### config.mk
export PLATFORM = sky130hd
export DESIGN_NAME = lcd_timing_gen
export DESIGN_NICKNAME = d
export VERILOG_FILES = /design/src/rtl/lcd_pkg.sv /design/src/rtl/lcd_pattern_gen.sv /design/src/rtl/lcd_timing_gen.sv
export SDC_FILE = /design/constraint.sdc
export NUM_CORES = 1
export LEC_CHECK = 0
export ABC_AREA = 1
export CAP_MARGIN = 20
export CORE_MARGIN = 1.5
export CORE_UTILIZATION = 50
export CTS_BUF_LIST = sky130_fd_sc_hd__clkbuf_8
export CTS_CLUSTER_DIAMETER = 50
export DETAILED_ROUTE_END_ITERATION = 6
export DONT_BUFFER_PORTS = 1
export GPL_TIMING_DRIVEN = 1
export PLACE_DENSITY_LB_ADDON = 0.1
export SKIP_LAST_GASP = 1
export SYNTH_ARGS = -nofsm -noshare
export SYNTH_HDL_FRONTEND = slang
export SYNTH_SLANG_ARGS = --single-unit
export TNS_END_PERCENT = 30
### constraint.sdc
create_clock -name CLK100MHZ -period 6 [get_ports CLK100MHZ]
set_input_delay 0.9 -clock CLK100MHZ [delete_from_list [all_inputs] [get_ports CLK100MHZ]]
set_output_delay 0.9 -clock CLK100MHZ [all_outputs]
set_load 0.1 [all_outputs]
### src/rtl/lcd_pkg.sv
// Shared LCD timing defaults, pattern-select encoding and colour-bar palette.
package lcd_pkg;

  localparam int unsigned DEF_CLK_DIV  = 7;
  localparam int unsigned DEF_H_ACTIVE = 800;
  localparam int unsigned DEF_H_FP     = 40;
  localparam int unsigned DEF_H_SYNC   = 48;
  localparam int unsigned DEF_H_BP     = 40;
  localparam int unsigned DEF_V_ACTIVE = 480;
  localparam int unsigned DEF_V_FP     = 13;
  localparam int unsigned DEF_V_SYNC   = 3;
  localparam int unsigned DEF_V_BP     = 29;

  typedef enum logic [1:0] {
    PAT_BARS    = 2'd0,
    PAT_GRAY    = 2'd1,
    PAT_WHITE   = 2'd2,
    PAT_CHECKER = 2'd3
  } pattern_e;

  // Colours packed as {R[5:0], G[5:0], B[5:0]}
  localparam logic [17:0] COL_WHITE   = {6'h3F, 6'h3F, 6'h3F};
  localparam logic [17:0] COL_YELLOW  = {6'h3F, 6'h3F, 6'h00};
  localparam logic [17:0] COL_CYAN    = {6'h00, 6'h3F, 6'h3F};
  localparam logic [17:0] COL_GREEN   = {6'h00, 6'h3F, 6'h00};
  localparam logic [17:0] COL_MAGENTA = {6'h3F, 6'h00, 6'h3F};
  localparam logic [17:0] COL_RED     = {6'h3F, 6'h00, 6'h00};
  localparam logic [17:0] COL_BLUE    = {6'h00, 6'h00, 6'h3F};
  localparam logic [17:0] COL_BLACK   = {6'h00, 6'h00, 6'h00};

  // Bar order left to right across the active line
  function automatic logic [17:0] bar_colour(input logic [2:0] idx);
    logic [17:0] c;
    case (idx)
      3'd0:    c = COL_WHITE;
      3'd1:    c = COL_YELLOW;
      3'd2:    c = COL_CYAN;
      3'd3:    c = COL_GREEN;
      3'd4:    c = COL_MAGENTA;
      3'd5:    c = COL_RED;
      3'd6:    c = COL_BLUE;
      default: c = COL_BLACK;
    endcase
    return c;
  endfunction

endpackage

### src/rtl/lcd_pattern_gen.sv
// Test-pattern colour generator: 18-bit RGB for the current pixel.
// Only the low six bits of h/v influence any pattern, so only those are ported.
module lcd_pattern_gen
  import lcd_pkg::*;
(
  input  logic [5:0]  h,
  input  logic [5:0]  v,
  input  logic [2:0]  bar,
  input  pattern_e    pattern,
  output logic [17:0] rgb
);

  // Select colour for the active pattern
  always_comb begin
    rgb = '0;
    case (pattern)
      PAT_BARS:    rgb = bar_colour(bar);
      PAT_GRAY:    rgb = {h, h, h};
      PAT_WHITE:   rgb = COL_WHITE;
      PAT_CHECKER: rgb = (h[5] ^ v[5]) ? COL_WHITE : COL_BLACK;
      default:     rgb = '0;
    endcase
  end

endmodule

### src/rtl/lcd_timing_gen.sv
// LCD raster timing generator producing three 7-bit serialiser words per pixel.
module lcd_timing_gen
  import lcd_pkg::*;
#(
  parameter int unsigned CLK_DIV  = DEF_CLK_DIV,
  parameter int unsigned H_ACTIVE = DEF_H_ACTIVE,
  parameter int unsigned H_FP     = DEF_H_FP,
  parameter int unsigned H_SYNC   = DEF_H_SYNC,
  parameter int unsigned H_BP     = DEF_H_BP,
  parameter int unsigned V_ACTIVE = DEF_V_ACTIVE,
  parameter int unsigned V_FP     = DEF_V_FP,
  parameter int unsigned V_SYNC   = DEF_V_SYNC,
  parameter int unsigned V_BP     = DEF_V_BP
) (
  input  logic        CLK100MHZ,
  input  logic        rst,
  input  logic [1:0]  pattern_sel,
  output logic [6:0]  word_ch1,
  output logic [6:0]  word_ch2,
  output logic [6:0]  word_ch3,
  output logic        word_load,
  output logic        frame_start,
  output logic [10:0] hcount,
  output logic [10:0] vcount
);

  localparam int unsigned H_TOTAL = H_ACTIVE + H_FP + H_SYNC + H_BP;
  localparam int unsigned V_TOTAL = V_ACTIVE + V_FP + V_SYNC + V_BP;
  localparam int unsigned DIV_W   = (CLK_DIV > 1) ? $clog2(CLK_DIV) : 1;

  localparam logic [DIV_W-1:0] DIV_LAST = DIV_W'(CLK_DIV - 1);
  localparam logic [10:0] H_LAST   = 11'(H_TOTAL - 1);
  localparam logic [10:0] V_LAST   = 11'(V_TOTAL - 1);
  localparam logic [10:0] H_ACT    = 11'(H_ACTIVE);
  localparam logic [10:0] V_ACT    = 11'(V_ACTIVE);
  localparam logic [10:0] HS_BEG   = 11'(H_ACTIVE + H_FP);
  localparam logic [10:0] HS_END   = 11'(H_ACTIVE + H_FP + H_SYNC);
  localparam logic [10:0] VS_BEG   = 11'(V_ACTIVE + V_FP);
  localparam logic [10:0] VS_END   = 11'(V_ACTIVE + V_FP + V_SYNC);
  localparam logic [10:0] BAR_LAST = 11'(H_ACTIVE / 8 - 1);

  logic [DIV_W-1:0] div;
  logic             pix_stb;
  logic [10:0]      h, v;
  logic [10:0]      bar_px;
  logic [2:0]       bar_idx;
  pattern_e         pat_q;
  pattern_e         pat_eff;
  logic             at_origin;
  logic [17:0]      rgb;
  logic [17:0]      rgb_vis;
  logic             de, hs, vs;
  logic [6:0]       ch1_d, ch2_d, ch3_d;

  assign pix_stb   = (div == DIV_LAST);
  assign at_origin = (h == '0) && (v == '0);

  // Pixel-rate divider
  always_ff @(posedge CLK100MHZ or posedge rst) begin
    if (rst)          div <= '0;
    else if (pix_stb) div <= '0;
    else              div <= div + 1'b1;
  end

  // Horizontal / vertical raster position
  always_ff @(posedge CLK100MHZ or posedge rst) begin
    if (rst) begin
      h <= '0;
      v <= '0;
    end else if (pix_stb) begin
      if (h == H_LAST) begin
        h <= '0;
        v <= (v == V_LAST) ? '0 : v + 1'b1;
      end else begin
        h <= h + 1'b1;
      end
    end
  end

  // Colour-bar index tracked by a pixel counter within each bar;
  // the index wraps harmlessly past the active region where DE masks colour.
  always_ff @(posedge CLK100MHZ or posedge rst) begin
    if (rst) begin
      bar_px  <= '0;
      bar_idx <= '0;
    end else if (pix_stb) begin
      if (h == H_LAST) begin
        bar_px  <= '0;
        bar_idx <= '0;
      end else if (h < H_ACT) begin
        if (bar_px == BAR_LAST) begin
          bar_px  <= '0;
          bar_idx <= bar_idx + 1'b1;
        end else begin
          bar_px <= bar_px + 1'b1;
        end
      end
    end
  end

  // Latch the pattern select once per frame at pixel (0,0)
  always_ff @(posedge CLK100MHZ or posedge rst) begin
    if (rst)                       pat_q <= PAT_BARS;
    else if (pix_stb && at_origin) pat_q <= pattern_e'(pattern_sel);
  end

  // Pixel (0,0) already uses the freshly sampled select so the new pattern
  // starts exactly with frame_start.
  always_comb begin
    pat_eff = at_origin ? pattern_e'(pattern_sel) : pat_q;
  end

  lcd_pattern_gen u_pattern (
    .h       (h[5:0]),
    .v       (v[5:0]),
    .bar     (bar_idx),
    .pattern (pat_eff),
    .rgb     (rgb)
  );

  // Sync/enable decode and word packing
  always_comb begin
    de      = (h < H_ACT) && (v < V_ACT);
    hs      = (h >= HS_BEG) && (h < HS_END);
    vs      = (v >= VS_BEG) && (v < VS_END);
    rgb_vis = de ? rgb : '0;
    ch1_d   = {rgb_vis[6], rgb_vis[17:12]};
    ch2_d   = {rgb_vis[1:0], rgb_vis[11:7]};
    ch3_d   = {de, vs, hs, rgb_vis[5:2]};
  end

  // Output registers, loaded on each pixel strobe
  always_ff @(posedge CLK100MHZ or posedge rst) begin
    if (rst) begin
      word_ch1    <= '0;
      word_ch2    <= '0;
      word_ch3    <= '0;
      word_load   <= 1'b0;
      frame_start <= 1'b0;
      hcount      <= '0;
      vcount      <= '0;
    end else begin
      word_load   <= pix_stb;
      frame_start <= pix_stb && at_origin;
      if (pix_stb) begin
        word_ch1 <= ch1_d;
        word_ch2 <= ch2_d;
        word_ch3 <= ch3_d;
        hcount   <= h;
        vcount   <= v;
      end
    end
  end

endmodule
==> results of run 1 <==
==> power by group <==
group	switching, mW	internal (mW)	leakage [nW]
clock network	0.212	0.258	0.121
registers	0.0715	0.587	1.11
logic	0.0220	0.00835	1.12
total	0.305	0.853	2.35
==> worst max-delay path, delay by kind of cell, from the launching register on <==
family / cells / cell delay (ns)
DFF: 1 / 0.38
and+or+nand+nor: 5 / 1.07
buffers and inverters: 3 / 0.55
AOI/OAI and AO/OA: 1 / 0.16
==> cell type report <==
class	instances	area (um^2)
fillers	821	3880
flip-flops and latches	86	2150
multi-input cells	364	1930
inverters	66	249
clock buffers	11	151
well taps	108	135
clock inverters	5	81.3
repair buffers	3	55.1
==> placed cells by master, fill, tap and decap left out, types with 2 or more instances in the layout <==
| cell type | instances |
|---|---|
| inv_1 | 57 |
| nor3_1 | 11 |
| o21ai_1 | 5 |
| bufinv_16 | 2 |
| o21ai_0 | 38 |
| nand4_2 | 3 |
| nand2_4 | 2 |
| nor2_1 | 37 |
| inv_2 | 9 |
| nand3_2 | 2 |
| nand3_1 | 30 |
| o21ai_2 | 3 |
| nor3_2 | 4 |
| a21oi_1 | 12 |
| ha_1 | 11 |
| nand4_1 | 12 |
| nor2_4 | 4 |
| xor2_1 | 12 |
| dfrtp_1 | 86 |
| clkbuf_8 | 11 |
| nand2_2 | 7 |
| nand2_1 | 149 |
| nor2_2 | 4 |
| nor4_1 | 5 |
==> registers in the layout, summed over array words and instances, names as in the netlist, 7 cells and up <==
name      cells
word_ch1      7
hcount       11
vcount       11
v            11
h            11
word_ch2      7
bar_px       11
word_ch3      7
==> cells by family (layout without fill, tap and decap cells) <==
| logic type | after synthesis | in the layout | synth area share (%) |
|---|---|---|---|
| AND/OR/NAND/NOR | 276 | 276 | 30.2 |
| flip-flops | 86 | 86 | 48.8 |
| buffers and inverters | 78 | 85 | 7.41 |
| AO/OA/AOI/OAI | 64 | 64 | 7.86 |
| XOR/XNOR | 13 | 13 | 2.58 |
| adder cells (fa/ha/maj) | 11 | 11 | 3.12 |
==> worst min-delay path by stage <==
stage / from / end / slack [ns] / cells after the start
4_1_cts: div[0] / div[0] / 0.50 / 1
5_1_grt: rst / bar_idx[2] / 0.49 / 2
3_3_place_gp: div[0] / div[0] / 0.47 / 1
6_report: rst / word_ch2[1] / 0.47 / 2
3_5_place_dp: div[0] / div[0] / 0.48 / 1
2_1_floorplan: div[0] / div[0] / 0.46 / 1
==> per-layer routing <==
metal | share of wire [%] | global-route usage [%]
met4 | 1.4 | 6.47
met1 | 46 | 27.6
met2 | 47 | 34.5
met5 | 0 | 0
met3 | 5.5 | 5.85
==> summary.txt, run 1 <==
Logic synthesis
  • Fraction of registers with async set/reset: 100%
  • Post-synth top area share: between 40% and 50%
  • Top cells by area, synth: dfrtp_1 49%, nand2_1 13%, inv_1 4.9%, o21ai_0 4.3%, nand3_1 3.4%
  • YS warnings: 0
  • Seq/Total Area, Yosys: 48.8%
  • Cell count after synthesis: 528
  • Predominant post-synthesis flop cell: dfrtp_1
  • Synth Register Bits: 86
  • Mapped Area: 4410 um^2
  • Library cells used by synthesis: 40
  • Post-synth top area cell: dfrtp_1
  • Post-synth EDFFs: 0
  • Syn avg cell area: between 8 and 9 um^2
  • Most common cell in the netlist: nand2_1
  • Synth cell count leaders: 149 x nand2_1, 86 x dfrtp_1, 57 x inv_1
  • Syn_nets: around 540

Place
  • DP Wirelength: roughly 6500 um
  • Placed cell count: 625
  • Dpl cell area: 4470 um^2
  • I/O Buffers: 0
  • Pre-CTS setup slack: 3.43 ns
  • GPL Wtd Cong: 0.879

CTS
  • CTS Buffer Depth: 2
  • CTS Buf Count: 9
  • Post-CTS Hold Buffers: 0
  • CTS tree: done
  • Root Buffer: clkbuf_8
  • Setup bufs post-CTS: 0
  • Worst-path clk slew: 0.09 ns
  • Worst-skew pair later-pin latency: 0.36 ns
  • CTS resizes: 0
  • Clock tree sinks: between 80 and 90
  • H-tree Lvls: 3

Detailed routing
  • Initial DRT Pass Iterations: 4
  • Routed via count: 3351
  • Initial DRC count: 139
  • DRC violation count after routing: 0
  • DRT Wirelength: 9200 um
  • Final ANT Viol Nets: 0
  • Wire per inst: 14.3 um
  • Avg Vias per Cell: 5.21

STA
  • Final period utilization: 37.6%
  • Setup_tns: 0 ns
  • Peak Freq: 444 MHz
  • Setup Skew: 0.00956 ns
  • Hold Fails Final Rpt: 0
  • Setup WS post-layout: 3.75 ns
  • Worst slew pin tran: 0.923 ns
  • Minimum clock period: 2.25 ns
  • Hold Slack: ~0.47 ns
  • RSZ-0062 raised after global routing: no
  • Slew HR: 38.4%
  • Final Setup Violations: 0
  • Count of pins over their slew limit: 0

Power and ir drop
  • PD cells: 244 nW/um^2
  • Power Total: 1.16 mW
  • LEAKAGE: 2.35 nW
  • Peak VDD IR: 0.102 mV

Critical path
  • Worst Setup EP: bar_idx[0]
  • Origin of the critical flop-to-flop path: div[1]
  • Cell mode on critical path: inv_2
  • FF-to-FF setup slack: 3.75 ns
  • Reg-to-reg endpoint: bar_idx[0]
  • R2R cell count: 9
  • CP Cell Sequence: nand2_1 -> nor2_2 -> inv_2 -> nor2_4 -> inv_2 -> nand2_8 -> nand2_4 -> o21ai_0 -> inv_1
  • Critical Path Start: div[1]
  • Setup crit start kind: register
  • Critical path arrival: about 2.5 ns
  • CP Data Required Time: roughly 6.3 ns
  • CP Class: register to register
  • Crit-path slowest cell: nor2_2
  • Crit end category: register
  • CP Max Fanout: 30
  • Largest stage delay, worst path: 0.47 ns

Floorplanning
  • CORE AREA: between 8000 and 9000 um^2
  • Width of the die: 96.9 um
  • Initial core utilization: 51.1%
  • Top-level I/O count: a little under 50
  • Die Area: approximately 9400 um^2
  • Row cnt: 34
  • Height of the die: 96.9 um

Job
  • MaxCap Viol Count: 0

Cells and area
  • Fin nets: 545
  • Non-filler cells, final: 643
  • Synth-to-layout area growth: 7.83%
  • Final core occ: 55.1%
  • Design area: between 4000 and 5000 um^2
  • ANT cells: 0
  • Share of layout cells above drive strength 1: around 12%

Run status
  • Status: finished clean

GRT
  • Antenna violations before repair: 0
  • Vias in the first global route: 3363
  • Largest net degree at the start of global routing: 87
  • First-pass GRT wire length: ~16000 um
  • Grt ovf: 0
  • GRT Total Usage: 21.2%

Hold path
  • Hold WC Path Type: primary input to asynchronous set/reset pin
No activity file was read; power rests on OpenSTA's default activity.
==> run 2: changes to the inputs <==
==> constraint.sdc (replaced) <==
create_clock -name CLK100MHZ -period 1.9 [get_ports CLK100MHZ]
set_input_delay 0.285 -clock CLK100MHZ [delete_from_list [all_inputs] [get_ports CLK100MHZ]]
set_output_delay 0.285 -clock CLK100MHZ [all_outputs]
set_load 0.1 [all_outputs]
==> summary.txt, run 2 (same netlist as run 1, synthesis figures left out) <==
Run status
  • Status: finished clean

Place
  • I/O Buffers: 0
  • DP Wirelength: 7250 um
  • GPL Wtd Cong: ~0.89

Job
  • MaxCap Viol Count: 0

STA
  • Setup_tns: 0 ns
  • Hold Fails Final Rpt: 0
  • Final Setup Violations: 0
  • Final period utilization: 95.7%
  • Setup Skew: 0.00735 ns
  • Slew HR: 62.3%
  • Peak Freq: between 500 and 600 MHz
  • RSZ-0062 raised after global routing: yes
  • Minimum clock period: 1.82 ns
  • Count of pins over their slew limit: 0
  • Worst slew pin tran: 0.561 ns

CTS
  • CTS Buffer Depth: 2
  • CTS tree: done
  • H-tree Lvls: 3
  • CTS Buf Count: 9
  • Worst-skew pair later-pin latency: 0.36 ns
  • Worst-path clk slew: around 0.080 ns
  • Root Buffer: clkbuf_8
  • Clock tree sinks: 86

Critical path
  • CP Class: register to register
  • Setup crit start kind: register
  • Critical path depth in cells: 11
  • Largest stage delay, worst path: 0.42 ns
  • Cell mode on critical path: nand2_1
  • CP Cell Sequence: inv_1 -> ha_2 -> nand3_1 -> nor2_2 -> nand4_1 -> nand2_2 -> nand2_1 -> nand2_2 -> nand2_1 -> nand2_1 -> nand2_1
  • R2R cell count: 11
  • CP Max Fanout: 7
  • Crit-path slowest cell: dfrtp_1
  • CP Data Required Time: between 2 and 2.5 ns
  • CP delay by family, top: simple AND/OR/NAND/NOR gates
  • Buf/Inv on CP: 1
  • Critical path arrival: 2.07 ns
  • Crit end category: register

GRT
  • GRT Total Usage: 22.5%
  • Largest net degree at the start of global routing: 69
  • Vias in the first global route: 3602
  • Antenna violations before repair: 0
  • First-pass GRT wire length: 17300 um
  • Grt ovf: 0

Cells and area
  • Synth-to-layout area growth: 19.8%
  • Layout fillers: 757
  • Fin nets: between 600 and 700
  • Multi-input gate area: 2000 um^2
  • Register Area: 2160 um^2
  • ANT cells: 0
  • Share of layout cells above drive strength 1: a little under a quarter
  • Most frequent cells in the layout: 146 x nand2_1, 83 x dfrtp_1, 67 x buf_4
  • Commonest non-fill, non-tap cell in the layout: nand2_1

Hold path
  • Hold Path Stages: 2
  • Hold WC Path Type: primary input to register

Detailed routing
  • Wire per inst: ~14 um
  • Final ANT Viol Nets: 0
  • Initial DRC count: 134
  • Avg Vias per Cell: 5.13
  • DRC violation count after routing: 0
  • Initial DRT Pass Iterations: 4
  • DRT Wirelength: approximately 10000 um
  • Routed via count: 3632

Floorplanning
  • CORE AREA: 8640 um^2
  • Row cnt: 34
  • Initial core utilization: about half
  • Height of the die: 96.9 um
  • Die Area: 9390 um^2
  • Top-level I/O count: 49
  • Width of the die: roughly 97 um

Power and ir drop
  • Power Total: 3.59 mW
  • PD cells: 680 nW/um^2
  • Peak VDD IR: 0.318 mV
  • LEAKAGE: about 2.7 nW
==> run 2: changes by cell type in the layout (fill, tap and decap cells not counted), moves of 3 or more <==
| cell | previous run | this run |
|---|---|---|
| buf_4 | 1 | 67 |
| dfrtp_1 | 86 | 83 |
| dfrtp_2 | 0 | 3 |
| nand2_1 | 149 | 146 |
| nor2_1 | 37 | 32 |
| nor2_2 | 4 | 7 |
==> run 2: through the flow <==
stage               cell area (um^2)  instances  hold WS, ns  utilization (%)  worst slack (ns)
floorplan                       4410        528        0.406                -             0.264
global placement                4950        686        0.180             57.3            0.0669
detailed placement              4950        686        0.191             57.3            0.0127
CTS                             5160        702       0.0591             59.8           0.00478
global route                    5280        708       0.0836             61.1           -0.0583
finish                          5280        708       0.0719             61.1            0.0824
==> run 2: cell type report <==
class	count	share of cell area, %
sequential	86	40.8
timing repair buffer	69	10.1
inverter	66	4.76
clock inverter	6	1.52
tap	108	2.56
multi-input combinational	364	37.9
clock buffer	9	2.35
==> run 2: path summary, 6_finish.rpt <==
check | from | end | slack [ns]
setup / recovery | h[1] | word_ch1[2] | 0.08
hold / removal | pattern_sel[1] | pat_q[1] | 0.07
setup reg to reg | h[1] | word_ch1[2] | 0.08
hold reg to reg | word_ch1[1] | word_ch1[1] | 0.48
max in group asynchronous | rst | pat_q[1] | 0.80
min in group asynchronous | rst | word_ch2[5] | 0.41
==> run 2: layer usage <==
metal,global-route usage (%),share of wire (%),vias to the layer above
li1,-,-,1832
met1,30.1,46,1700
met2,36.7,48,84
met3,3.97,4.7,16
met4,8.36,1.8,0
met5,0,0,-
==> run 2: timing repair <==
item / 4_1_cts / 5_1_grt
endpoints found under the hold margin: 18 / 0
setup endpoints to repair: 0 / 37
setup buffers: 0 / 6
resized for setup: 0 / 22
hold buffers: 1 / 0
==> run 2: power by group <==
group,switching [mW],internal (mW),leakage (nW),total [mW]
combinational,0.294,0.0617,1.45,0.355
sequential,0.0103,1.86,1.11,1.87
clock,0.643,0.722,0.108,1.37
==> run 3: changes to the inputs <==
==> constraint.sdc (replaced) <==
create_clock -name CLK100MHZ -period 2.2 [get_ports CLK100MHZ]
set_input_delay 0.33 -clock CLK100MHZ [delete_from_list [all_inputs] [get_ports CLK100MHZ]]
set_output_delay 0.33 -clock CLK100MHZ [all_outputs]
set_load 0.1 [all_outputs]
==> summary.txt, run 3 (same netlist as run 1, synthesis figures left out) <==
Floorplanning
  • Width of the die: 96.9 um
  • Initial core utilization: 51.1%
  • Top-level I/O count: 49
  • CORE AREA: 8640 um^2
  • Row cnt: 34
  • Height of the die: 96.9 um
  • Die Area: between 9000 and 10000 um^2

CTS
  • Worst-path clk slew: 0.09 ns
  • Clock tree sinks: 86
  • Setup bufs post-CTS: 0
  • CTS tree: done
  • CTS Buf Count: 9
  • H-tree Lvls: 3
  • Worst-skew pair later-pin latency: 0.36 ns
  • Root Buffer: clkbuf_8
  • CTS Buffer Depth: 2

STA
  • Final Setup Violations: 0
  • Count of pins over their slew limit: 0
  • Hold Slack: 0.100 ns
  • Slew HR: 66.7%
  • Peak Freq: 518 MHz
  • Minimum clock period: 1.93 ns
  • RSZ-0062 raised after global routing: no
  • Final period utilization: 87.7%
  • Hold Fails Final Rpt: 0
  • Setup_tns: 0 ns
  • Worst slew pin tran: 0.496 ns
  • Setup Skew: about 0.011 ns

Cells and area
  • Fin nets: between 500 and 600
  • Commonest non-fill, non-tap cell in the layout: nand2_1
  • Share of layout cells above drive strength 1: 18.7%
  • Layout fillers: 802
  • ANT cells: 0
  • Most frequent cells in the layout: 149 x nand2_1, 86 x dfrtp_1, 58 x inv_1
  • Synth-to-layout area growth: 15.8%

Critical path
  • CP Max Fanout: 11
  • Setup crit start kind: register
  • Critical path arrival: 2.18 ns
  • CP Data Required Time: 2.45 ns
  • CP Class: register to register
  • Crit end category: register

Detailed routing
  • Routed via count: 3537
  • Final ANT Viol Nets: 0
  • DRC violation count after routing: 0
  • DRT Wirelength: 9410 um
  • Wire per inst: 13.6 um
  • Initial DRC count: approximately 190
  • Initial DRT Pass Iterations: 4
  • Avg Vias per Cell: 5.12

Place
  • DP Wirelength: 6950 um
  • GPL Wtd Cong: 0.887
  • I/O Buffers: 0

GRT
  • Antenna violations before repair: 0
  • Vias in the first global route: about 3400
  • First-pass GRT wire length: 16700 um
  • GRT Total Usage: 21.8%
  • Largest net degree at the start of global routing: 69
  • Grt ovf: 0

Power and ir drop
  • Power Total: 3.22 mW
  • Peak VDD IR: 0.279 mV
  • PD cells: approximately 630 nW/um^2
  • LEAKAGE: 2.58 nW

Job
  • MaxCap Viol Count: 0

Run status
  • Status: finished clean

Hold path
  • Hold WC Path Type: primary input to register
==> run 3: path summary, 6_finish.rpt <==
| path | from | end | slack (ns) | depth (start not counted) |
|---|---|---|---|---|
| worst max-delay path | v[1] | word_ch3[2] | 0.27 | 11 |
| worst min-delay path | pattern_sel[1] | pat_q[1] | 0.10 | 2 |
| worst max register to register | v[1] | word_ch3[2] | 0.27 | 11 |
| worst min register to register | vcount[7] | vcount[7] | 0.48 | 2 |
| max in group asynchronous | rst | div[1] | 1.05 | 3 |
| min in group asynchronous | rst | word_ch2[0] | 0.45 | 2 |
==> run 3: routing by layer <==
metal	global-route usage, %	share of wire (%)	up-vias	wire length (um)
li1	-	-	1800	-
met1	30.7	47	1646	4410
met2	34.4	47	77	4470
met3	3.03	3.9	14	370
met4	8.03	1.8	0	165
met5	0	0	-	0
==> run 3: stage by stage <==
stage	util, %	instance area (um^2)	cells	setup slack (ns)
floorplan	-	4410	528	0.564
global placement	56.2	4860	674	0.264
detailed placement	56.2	4860	674	0.218
CTS	59.0	5100	691	0.208
global route	59.1	5100	691	0.0361
finish	59.1	5100	691	0.271
==> run 3: cell type report <==
class	instances	area [um^2]	share of cell area, %
clock buffer	9	124	2.43
clock inverter	7	106	2.08
inverter	66	251	4.93
multi-input combinational	364	1940	38.0
sequential	86	2150	42.2
tap	108	135	2.65
timing repair buffer	51	398	7.79
==> run 3: worst max-delay path: stages (launching register included) <==
cell and delay [ns]:
dfrtp_1 0.41, inv_1 0.15, ha_2 0.25, nand3_1 0.13, nor2_4 0.13, nand4_1 0.14, nand2_4 0.16, nand2_1 0.06
nand2_1 0.12, nand2_1 0.12, nand2_1 0.10, nand2_1 0.05
==> run 3: timing repair <==
item	in CTS	in global routing
resized for setup	0	3
endpoints found under the setup margin	0	15
hold endpoints to repair	18	0
hold buffers	1	0
==> run 3: where the power goes <==
part           total [mW]  switching, mW  leakage, nW  internal (mW)
clock                1.30          0.563        0.127          0.741
sequential           1.61        0.00962         1.11           1.60
combinational       0.302          0.251         1.35         0.0514
